**src/rtl/clock_divider.sv**
```systemverilog
// Programmable integer clock divider: divides clk_ref by div_ratio (odd or even ratios),
// passing clk_ref straight through when disabled or when the ratio is 0 or 1.
module clock_divider #(
  parameter int WIDTH = 8
) (
  input  logic             clk_ref,
  input  logic             rst,
  input  logic             i_clk_en,
  input  logic [WIDTH-1:0] div_ratio,
  output logic             o_div_clk
);

  logic             div_active_s;
  logic [WIDTH-1:0] half_s;
  logic [WIDTH:0]   phase_len_s;
  logic [WIDTH:0]   cnt_inc_s;
  logic             toggle_s;
  logic [WIDTH-1:0] cnt_r;
  logic             div_clk_q;

  // Phase length from the live ratio; an odd ratio stretches the low phase by one cycle
  always_comb begin
    div_active_s = i_clk_en && (div_ratio > {{(WIDTH-1){1'b0}}, 1'b1});
    half_s       = div_ratio >> 1;
    if (div_clk_q) begin
      phase_len_s = {1'b0, half_s};
    end else begin
      phase_len_s = {1'b0, half_s} + {{WIDTH{1'b0}}, div_ratio[0]};
    end
    cnt_inc_s = {1'b0, cnt_r} + {{WIDTH{1'b0}}, 1'b1};
    // >= rather than == so a ratio shrunk mid-phase toggles at once instead of wrapping
    toggle_s  = (cnt_inc_s >= phase_len_s);
  end

  // Phase counter and divided clock register; held at zero whenever not dividing
  always_ff @(posedge clk_ref or negedge rst) begin
    if (!rst) begin
      cnt_r     <= {WIDTH{1'b0}};
      div_clk_q <= 1'b0;
    end else if (!div_active_s) begin
      cnt_r     <= {WIDTH{1'b0}};
      div_clk_q <= 1'b0;
    end else if (toggle_s) begin
      cnt_r     <= {WIDTH{1'b0}};
      div_clk_q <= ~div_clk_q;
    end else begin
      cnt_r     <= cnt_inc_s[WIDTH-1:0];
      div_clk_q <= div_clk_q;
    end
  end

  // Output select: registered divided clock, or raw reference in bypass
  always_comb begin
    if (div_active_s) begin
      o_div_clk = div_clk_q;
    end else begin
      o_div_clk = clk_ref;
    end
  end

endmodule

```
**config.mk**
```make
export PLATFORM = sky130hd
export DESIGN_NAME = clock_divider
export DESIGN_NICKNAME = d
export VERILOG_FILES = /design/src/rtl/clock_divider.sv
export SDC_FILE = /design/constraint.sdc
export NUM_CORES = 1
export LEC_CHECK = 0
export CAP_MARGIN = 15
export CORE_ASPECT_RATIO = 0.7
export CORE_UTILIZATION = 38
export CTS_CLUSTER_DIAMETER = 150
export DETAILED_ROUTE_END_ITERATION = 12
export PLACE_DENSITY = 0.64
export REMOVE_ABC_BUFFERS = 1
export SLEW_MARGIN = 20
export SYNTH_ARGS = -nofsm -noshare
export SYNTH_HDL_FRONTEND = slang
export SYNTH_SLANG_ARGS = --single-unit
```
**constraint.sdc**
```tcl
create_clock -name clk_ref -period 2.7 [get_ports clk_ref]
set_clock_uncertainty 0.2 [all_clocks]
set_input_delay 0.675 -clock clk_ref [delete_from_list [all_inputs] [get_ports clk_ref]]
set_output_delay 0.675 -clock clk_ref [all_outputs]
set_load 0.05 [all_outputs]
```
# == Word-level counts from Yosys, hierarchy flattened ==
# Index checks and enable logic that the tools add are counted.
# W data, S select, Z words.
# totals
ff_bits,9
input_bits,11
output_inout_bits,1
word_cells,15
# op_classes
addsub,2
n_lt_le_gt_ge,2
n_eq_ne,1
mux,6
bitwise,1
reduce_logical,1
# ops
op,n
$mux W8,2
$add A8 B1 Y9 const B,1
$ge A9 B9 Y1,1
$mux W9,1
$add A7 B1 Y8,1
$gt A8 B1 Y1 const B,1
$mux W1,3
$ne A2 B1 Y1 const B,1
$logic_and A1 B1 Y1,1
$not A1 Y1,1

# == Depth between registers and ports, before layout ==
# Gate-level depths: netlist (run 1).
# depth
word_depth,5
mapped_depth,11
ltp_nobuf,11

==> metrics.md, run 1 <==
| Metric | Value |
|---|---|
| Outcome | complete, but fails checks |
| Failing checks | negative setup slack |
| Die X | 56.6 µm |
| # setup viols final | 10 |
| Remaining DRCs | 0 |
| Port-buffer cells | 11 |
| Seq/Total Area, Yosys | 0.284 |
| Ranking of synthesized cells by area | dfrtp_1 (28%), ha_1 (21%), xnor2_1 (7.7%), nor2b_1 (6.3%), xor2_1 (4.4%) |
| P&R area growth vs syn | 44.8% |
| M2 GR Usage | 0.226 |
| Flop pwr share | 0.287 |
| Global-route track usage on met1 | 0.210 |
| Post-Layout Cell Count | ~130 |
| M3 GR Usage | 0.0806 |
| Main synth FF type | dfrtp_1 |
| Worst-path clk slew | approximately 60 ps |
| Total die area | 0.00228 mm² |
| Initial antenna violation count | 0 |
| Hold buffer count at cts | 0 |
| Via-to-Cell Ratio | 4.98 |
| Fillers | 155 |
| Synth top area share | 0.284 |
| Min-delay worst type | reg -> reg |
| Required time of the critical path | about 1800 ps |
| Switching share of total power | 0.326 |
| Power per cell area | roughly 450 mW/mm² |
| Most frequent cell after synthesis | ha_1 |
| Worst rel slew slack | 0.734 |
| Synth area leader | dfrtp_1 |
| Leakage power | 0.581 nW |
| Post-route setup slack | -222 ps |
| Number of synthesized flops with an enable pin | 0 |
| Actual slew at the worst max-slew pin | between 300 and 400 ps |
| Post-route antenna net violation count | 0 |
| Post-synth top cells | ha_1 (13), dfrtp_1 (9), nor2b_1 (8), nor2_1 (7), xnor2_1 (7) |
| # IOs | 12 |
| Layout cell share with drive strength beyond 1 | 0.414 |
| Largest net degree at the start of global routing | 10 |
| Pre-antenna DRT Iters | 4 |
| Initial core utilization | 0.417 |
| Final Critical Period | roughly 2900 ps |
| CTS tree | done |
| DR iter-0 viols | 11 |
| Post-Place Setup Slack | -1120 ps |
| CP startpoint kind | input pin |
| Fin. Hold Viols | 0 |
| RSZ-0062 raised after global routing | true |
| Worst-Skew Late Latency | 380 ps |
| Fin crit share | 1.08 |
| Maximum vdd drop | 0.348 mV |
| Row cnt | 13 |
| Avg Synthesized Cell Area | around 10 µm² |
| Fin Setup TNS | -967 ps |
| Global-route wire length before repair | roughly 2600 µm |
| Routed WL | roughly 1700 µm |
| Clk pwr share | 0.481 |
| Syn Inst Count | 77 |
| Routability cong. | roughly 0.71 |
| DIE HEIGHT | around 40 µm |
| Max-cap violations | 0 |
| Total GRT Usage | 0.167 |
| YS warnings | 0 |
| Most utilized layer in the global route result | met2 |
| Dpl cells | between 100 and 150 |
| Mapped Area | around 800 µm² |
| #FFs+latches synth | 9 |
| Netlist cell types | 23 |
| Sw Pwr | between 0.00015 and 0.0002 W |
| Crit Path Class | in -> out |
| Critical path endpoint category | output port |
| Grt ovf | 0 |
| Final nets | between 100 and 150 |
| Final Max Slew Viols | 0 |
| DR WL/cell | 12.5 µm |
| ANT cells | 0 |
| Worst EP arrival | around 2100 ps |
| DP Wirelength | between 1000 and 1500 µm |
| Asr flop ratio synth | 1.00 |
| Internal power | ~0.00035 W |
| Combinational power share | 0.231 |
| DR vias | 662 |
| Max FO, Critical Path | 2 |
| Number of global-route vias before repair | around 620 |
| Peak Freq | ~340 MHz |
| Core ar. | ~0.0019 mm² |
[registers in the layout, indices dropped and copies added, names as in the netlist]
signal	flops
div_clk_q	1
cnt_r	8
[kinds of logic (layout without fill, tap and decap cells)]
kind of cell / count (synthesis) / count (layout) / share of synthesized area
buffers and inverters: 3 / 37 / 0.0142
and+or+nand+nor: 30 / 30 / 0.222
adders and majority gates: 13 / 13 / 0.205
muxes: 4 / 4 / 0.0599
DFF: 9 / 9 / 0.284
xor gates and xnor gates: 11 / 11 / 0.121
AOI/OAI and AO/OA: 7 / 7 / 0.0930
[layout make-up]
type | instances | area, µm² | share of cell area
well taps | 22 | 27.5 | 0.0240
inverters | 3 | 11.3 | 0.00980
clock buffers | 8 | 63.8 | 0.0556
flip-flops and latches | 9 | 225 | 0.196
repair buffers | 26 | 201 | 0.175
multi-input cells | 65 | 619 | 0.539
[stage by stage]
stage / hold WS (ps) / util / instance area (µm²) / total power [W]
global placement: 284 / 0.548 / 1040 / 0.000322
global route: 316 / 0.604 / 1150 / 0.000552
finish: 296 / 0.604 / 1150 / 0.000519
CTS: 304 / 0.587 / 1120 / 0.000524
floorplan: 179 / - / 793 / 0.000255
detailed placement: 293 / 0.548 / 1040 / 0.000328
[layer usage]
layer	vias to the layer above	share of wire
li1	342	-
met1	308	0.53
met2	10	0.42
met3	2	0.043
met4	0	0.0096
met5	-	0
[final timing paths]
path / startpoint / endpoint / slack [ps] / depth (start not counted)
worst max-delay path: div_ratio[4] / o_div_clk / -220 / 5
worst min-delay path: cnt_r[0] / cnt_r[0] / 300 / 1
worst max register to register: cnt_r[0] / div_clk_q / 30 / 10
worst min register to register: cnt_r[0] / cnt_r[0] / 300 / 1
max in group asynchronous: rst / cnt_r[7] / 1630 / 1
min in group asynchronous: rst / cnt_r[0] / 390 / 1
[worst max-delay path, cell delays in order]
cell and delay [ps]:
buf_6 90, or4_4 530, o41ai_4 250, mux2_4 340, buf_8 150
[power by group through the flow]
stage | clock, W | combinational (W) | sequential [W]
after global routing | 0.000267 | 0.000135 | 0.000150
after floorplan | 0.0000452 | 0.0000575 | 0.000152
after CTS | 0.000256 | 0.000118 | 0.000149
after global placement | 0.0000602 | 0.000112 | 0.000150
after detailed placement | 0.0000602 | 0.000117 | 0.000150
final | 0.000250 | 0.000120 | 0.000149
[what timing repair did]
item	4_1_cts	5_1_grt
pin swaps	3	3
hold endpoints to repair	0	0
gates resized for setup	35	9
setup endpoints to repair	10	10
buffers inserted	1	0
[layout by cell type, fill, tap and decap left out, drive strengths merged]
cell type	synthesis	routed
buf	0	20
ha	13	13
dfrtp	9	9
clkbuf	0	9
nor2b	8	8
nor2	7	7
nand3	7	7
xnor2	7	7
xor2	4	4
inv	3	3
nand2	3	3
clkdlybuf4s50	0	3
mux2	3	3
a21o	2	2
and3	2	2
mux2i	1	1
and4b	1	1
a21oi	1	1
o21ai	1	1
nand4	1	1
a221oi	1	1
or4	1	1
o41ai	1	1
a31oi	1	1
dlygate4sd2	0	1
clkdlybuf4s15	0	1
Note: power is estimated with default switching activity, not from simulation.
==> inputs of run 2 (changes only) <==
Settings changed: CORE_MARGIN from default to 1.
==> results of run 2 <==
Final layout, timing and power as in run 1 (identical DEF).
==> inputs of run 3 (changes only) <==
Settings changed: PLACE_DENSITY 0.64 to 0.62.
Clock period 2.7 ns to 3.1 ns, I/O delays scaled along.
==> metrics.md, run 3 (synthesis results as in run 1) <==
| Metric | Value |
|---|---|
| M3 GR Usage | 0.0903 (was 0.0806) |
| Fillers | 170 (was 155) |
| RSZ-0062 raised after global routing | true (unchanged) |
| # IOs | 12 (unchanged) |
| Outcome | complete, but fails checks (unchanged) |
| Remaining DRCs | 0 (unchanged) |
| # setup viols final | 1 (was 10) |
| Total die area | 0.00228 mm² (unchanged) |
| Fin Setup TNS | -48.3 ps (was -967 ps) |
| CP top delay family | simple AND/OR/NAND/NOR gates (unchanged) |
| CTS tree | done (unchanged) |
| Fin crit share | 1.02 |
| Crit Path Class | in -> out (unchanged) |
| Row cnt | 13 (unchanged) |
| WP buf/inv | 2 (unchanged) |
| Clk pwr share | 0.470 (was 0.481) |
| Peak Freq | 318 MHz |
| Leakage power | 0.556 nW (was 0.581 nW) |
| Fin. Hold Viols | 0 (unchanged) |
| Final Critical Period | 3150 ps |
| Post-route antenna net violation count | 0 (unchanged) |
| DR vias | 659 (was 662) |
| Hold buffer count at cts | 0 (unchanged) |
| M2 GR Usage | 0.288 (was 0.226) |
| Largest net degree at the start of global routing | 10 (unchanged) |
| Routed WL | 1770 µm (was 1660 µm) |
| Internal power | 0.000285 W (was 0.000350 W) |
| Via-to-Cell Ratio | 5.07 (was 4.98) |
| Worst EP arrival | 2170 ps (was 2050 ps) |
| Port-buffer cells | 11 (unchanged) |
| Worst-path clk slew | 70 ps (was 60 ps) |
| Critical path endpoint category | output port (unchanged) |
| Total GRT Usage | 0.186 (was 0.167) |
| DP Wirelength | 1440 µm (was 1370 µm) |
| Most utilized layer in the global route result | met2 (unchanged) |
| Largest register FFs | 8 (unchanged) |
| Largest regs | cnt_r (8), div_clk_q (1) (unchanged) |
| Layout cell share with drive strength beyond 1 | 0.370 (was 0.414) |
| Die X | 56.6 µm (unchanged) |
| Routability cong. | 0.656 (was 0.713) |
| Max FO, Critical Path | 2 (unchanged) |
| Global-route wire length before repair | 2870 µm (was 2560 µm) |
| Global-route track usage on met1 | 0.226 (was 0.210) |
| Switching share of total power | 0.338 (was 0.326) |
| Critical path's slowest cell | or4_4 (unchanged) |
| Failing checks | negative setup slack (unchanged) |
| Initial core utilization | 0.417 (unchanged) |
| ANT cells | 0 (unchanged) |
| Required time of the critical path | 2120 ps (was 1820 ps) |
| Post-route setup slack | -48.3 ps (was -222 ps) |
| Largest Register | cnt_r (unchanged) |
| Post-Place Setup Slack | -939 ps (was -1120 ps) |
| Leading cell type in the layout, fill and taps excluded | buf_4 (unchanged) |
| CP startpoint kind | input pin (unchanged) |
| DIE HEIGHT | 40.2 µm (unchanged) |
| Maximum vdd drop | 0.414 mV (was 0.348 mV) |
| Grt ovf | 0 (unchanged) |
| Actual slew at the worst max-slew pin | 410 ps (was 398 ps) |
| Combinational power share | 0.218 (was 0.231) |
| Pre-antenna DRT Iters | 4 (unchanged) |
| Worst-Skew Late Latency | 380 ps (about the same) |
| Initial antenna violation count | 0 (unchanged) |
| Min-delay worst type | reg -> reg (unchanged) |
| Max incr delay on CP | 530 ps (about the same) |
| Flop pwr share | 0.312 (was 0.287) |
| Final Max Slew Viols | 0 (unchanged) |
| Final nets | 133 (was 136) |
| Sw Pwr | 0.000145 W (was 0.000169 W) |
| DR WL/cell | 13.6 µm (was 12.5 µm) |
| Most frequent cells in the layout | buf_4 (14), ha_1 (11), dfrtp_1 (9) (was buf_4 (16), ha_1 (12), dfrtp_1 (9)) |
| P&R area growth vs syn | 37.9% (was 44.8%) |
| DR iter-0 viols | 22 (was 11) |
| Power per cell area | 394 mW/mm² (was 452 mW/mm²) |
| Max-cap violations | 0 (unchanged) |
| Worst rel slew slack | 0.726 (was 0.734) |
| Number of global-route vias before repair | 657 (was 615) |
| Core ar. | 0.00190 mm² (unchanged) |
| Cell Chain, Critical Path | buf_6 > or4_4 > o41ai_4 > mux2_4 > buf_8 (unchanged) |
run 3: worst reg2reg max path: cells and delay by family (launching register included):
| kind | cells | cell delay [ps] |
|---|---|---|
| XOR/XNOR | 1 | 210 |
| buffers and inverters | 1 | 150 |
| adder cells (fa/ha/maj) | 1 | 270 |
| flip-flops | 1 | 420 |
| AND/OR/NAND/NOR | 5 | 770 |
| multiplexers | 1 | 300 |
| AO/OA/AOI/OAI | 1 | 240 |
run 3: cell type report:
class | instances | area [µm²] | share of cell area
Multi-Input combinational cell | 65 | 587 | 0.537
Sequential cell | 9 | 225 | 0.206
Timing Repair Buffer | 24 | 186 | 0.170
Clock buffer | 7 | 56.3 | 0.0515
Tap cell | 22 | 27.5 | 0.0252
Inverter | 3 | 11.3 | 0.0103
run 3: routing by layer:
layer	routed length, µm	share of wire
met5	0	0
met4	0	0
met3	96	0.054
met2	783	0.44
met1	888	0.50
run 3: timing repair:
| item | CTS | global route |
|---|---|---|
| setup endpoints to repair | 10 | 9 |
| pin swaps | 3 | 4 |
| gates resized for setup | 34 | 5 |
| buffers inserted | 1 | 0 |
run 3: per-stage QoR:
stage | util | std cells | power [W] | hold slack (ps) | instance area [µm²]
final | 0.575 | 130 | 0.000431 | 293 | 1090
after detailed placement | 0.540 | 123 | 0.000282 | 286 | 1030
after floorplan | - | 77 | 0.000222 | 258 | 793
after global routing | 0.575 | 130 | 0.000454 | 312 | 1090
after global placement | 0.540 | 123 | 0.000276 | 282 | 1030
after CTS | 0.581 | 131 | 0.000455 | 296 | 1110
run 3: power by group through the flow:
stage	Sequential, W	Combinational, W	Clock (W)
after CTS	0.000134	0.0000949	0.000226
final	0.000134	0.0000939	0.000203
after global placement	0.000135	0.0000887	0.0000524
after global routing	0.000135	0.000104	0.000215
after detailed placement	0.000135	0.0000945	0.0000524
after floorplan	0.000133	0.0000501	0.0000394
run 3: worst paths after layout:
check,slack [ps],start,end,depth (start not counted)
setup reg to reg,400,cnt_r[2],div_clk_q,10
min in group asynchronous,490,rst,cnt_r[1],1
max in group asynchronous,1910,rst,cnt_r[7],1
setup / recovery,-50,div_ratio[7],o_div_clk,5
hold / removal,290,cnt_r[0],cnt_r[0],1
hold reg to reg,290,cnt_r[0],cnt_r[0],1
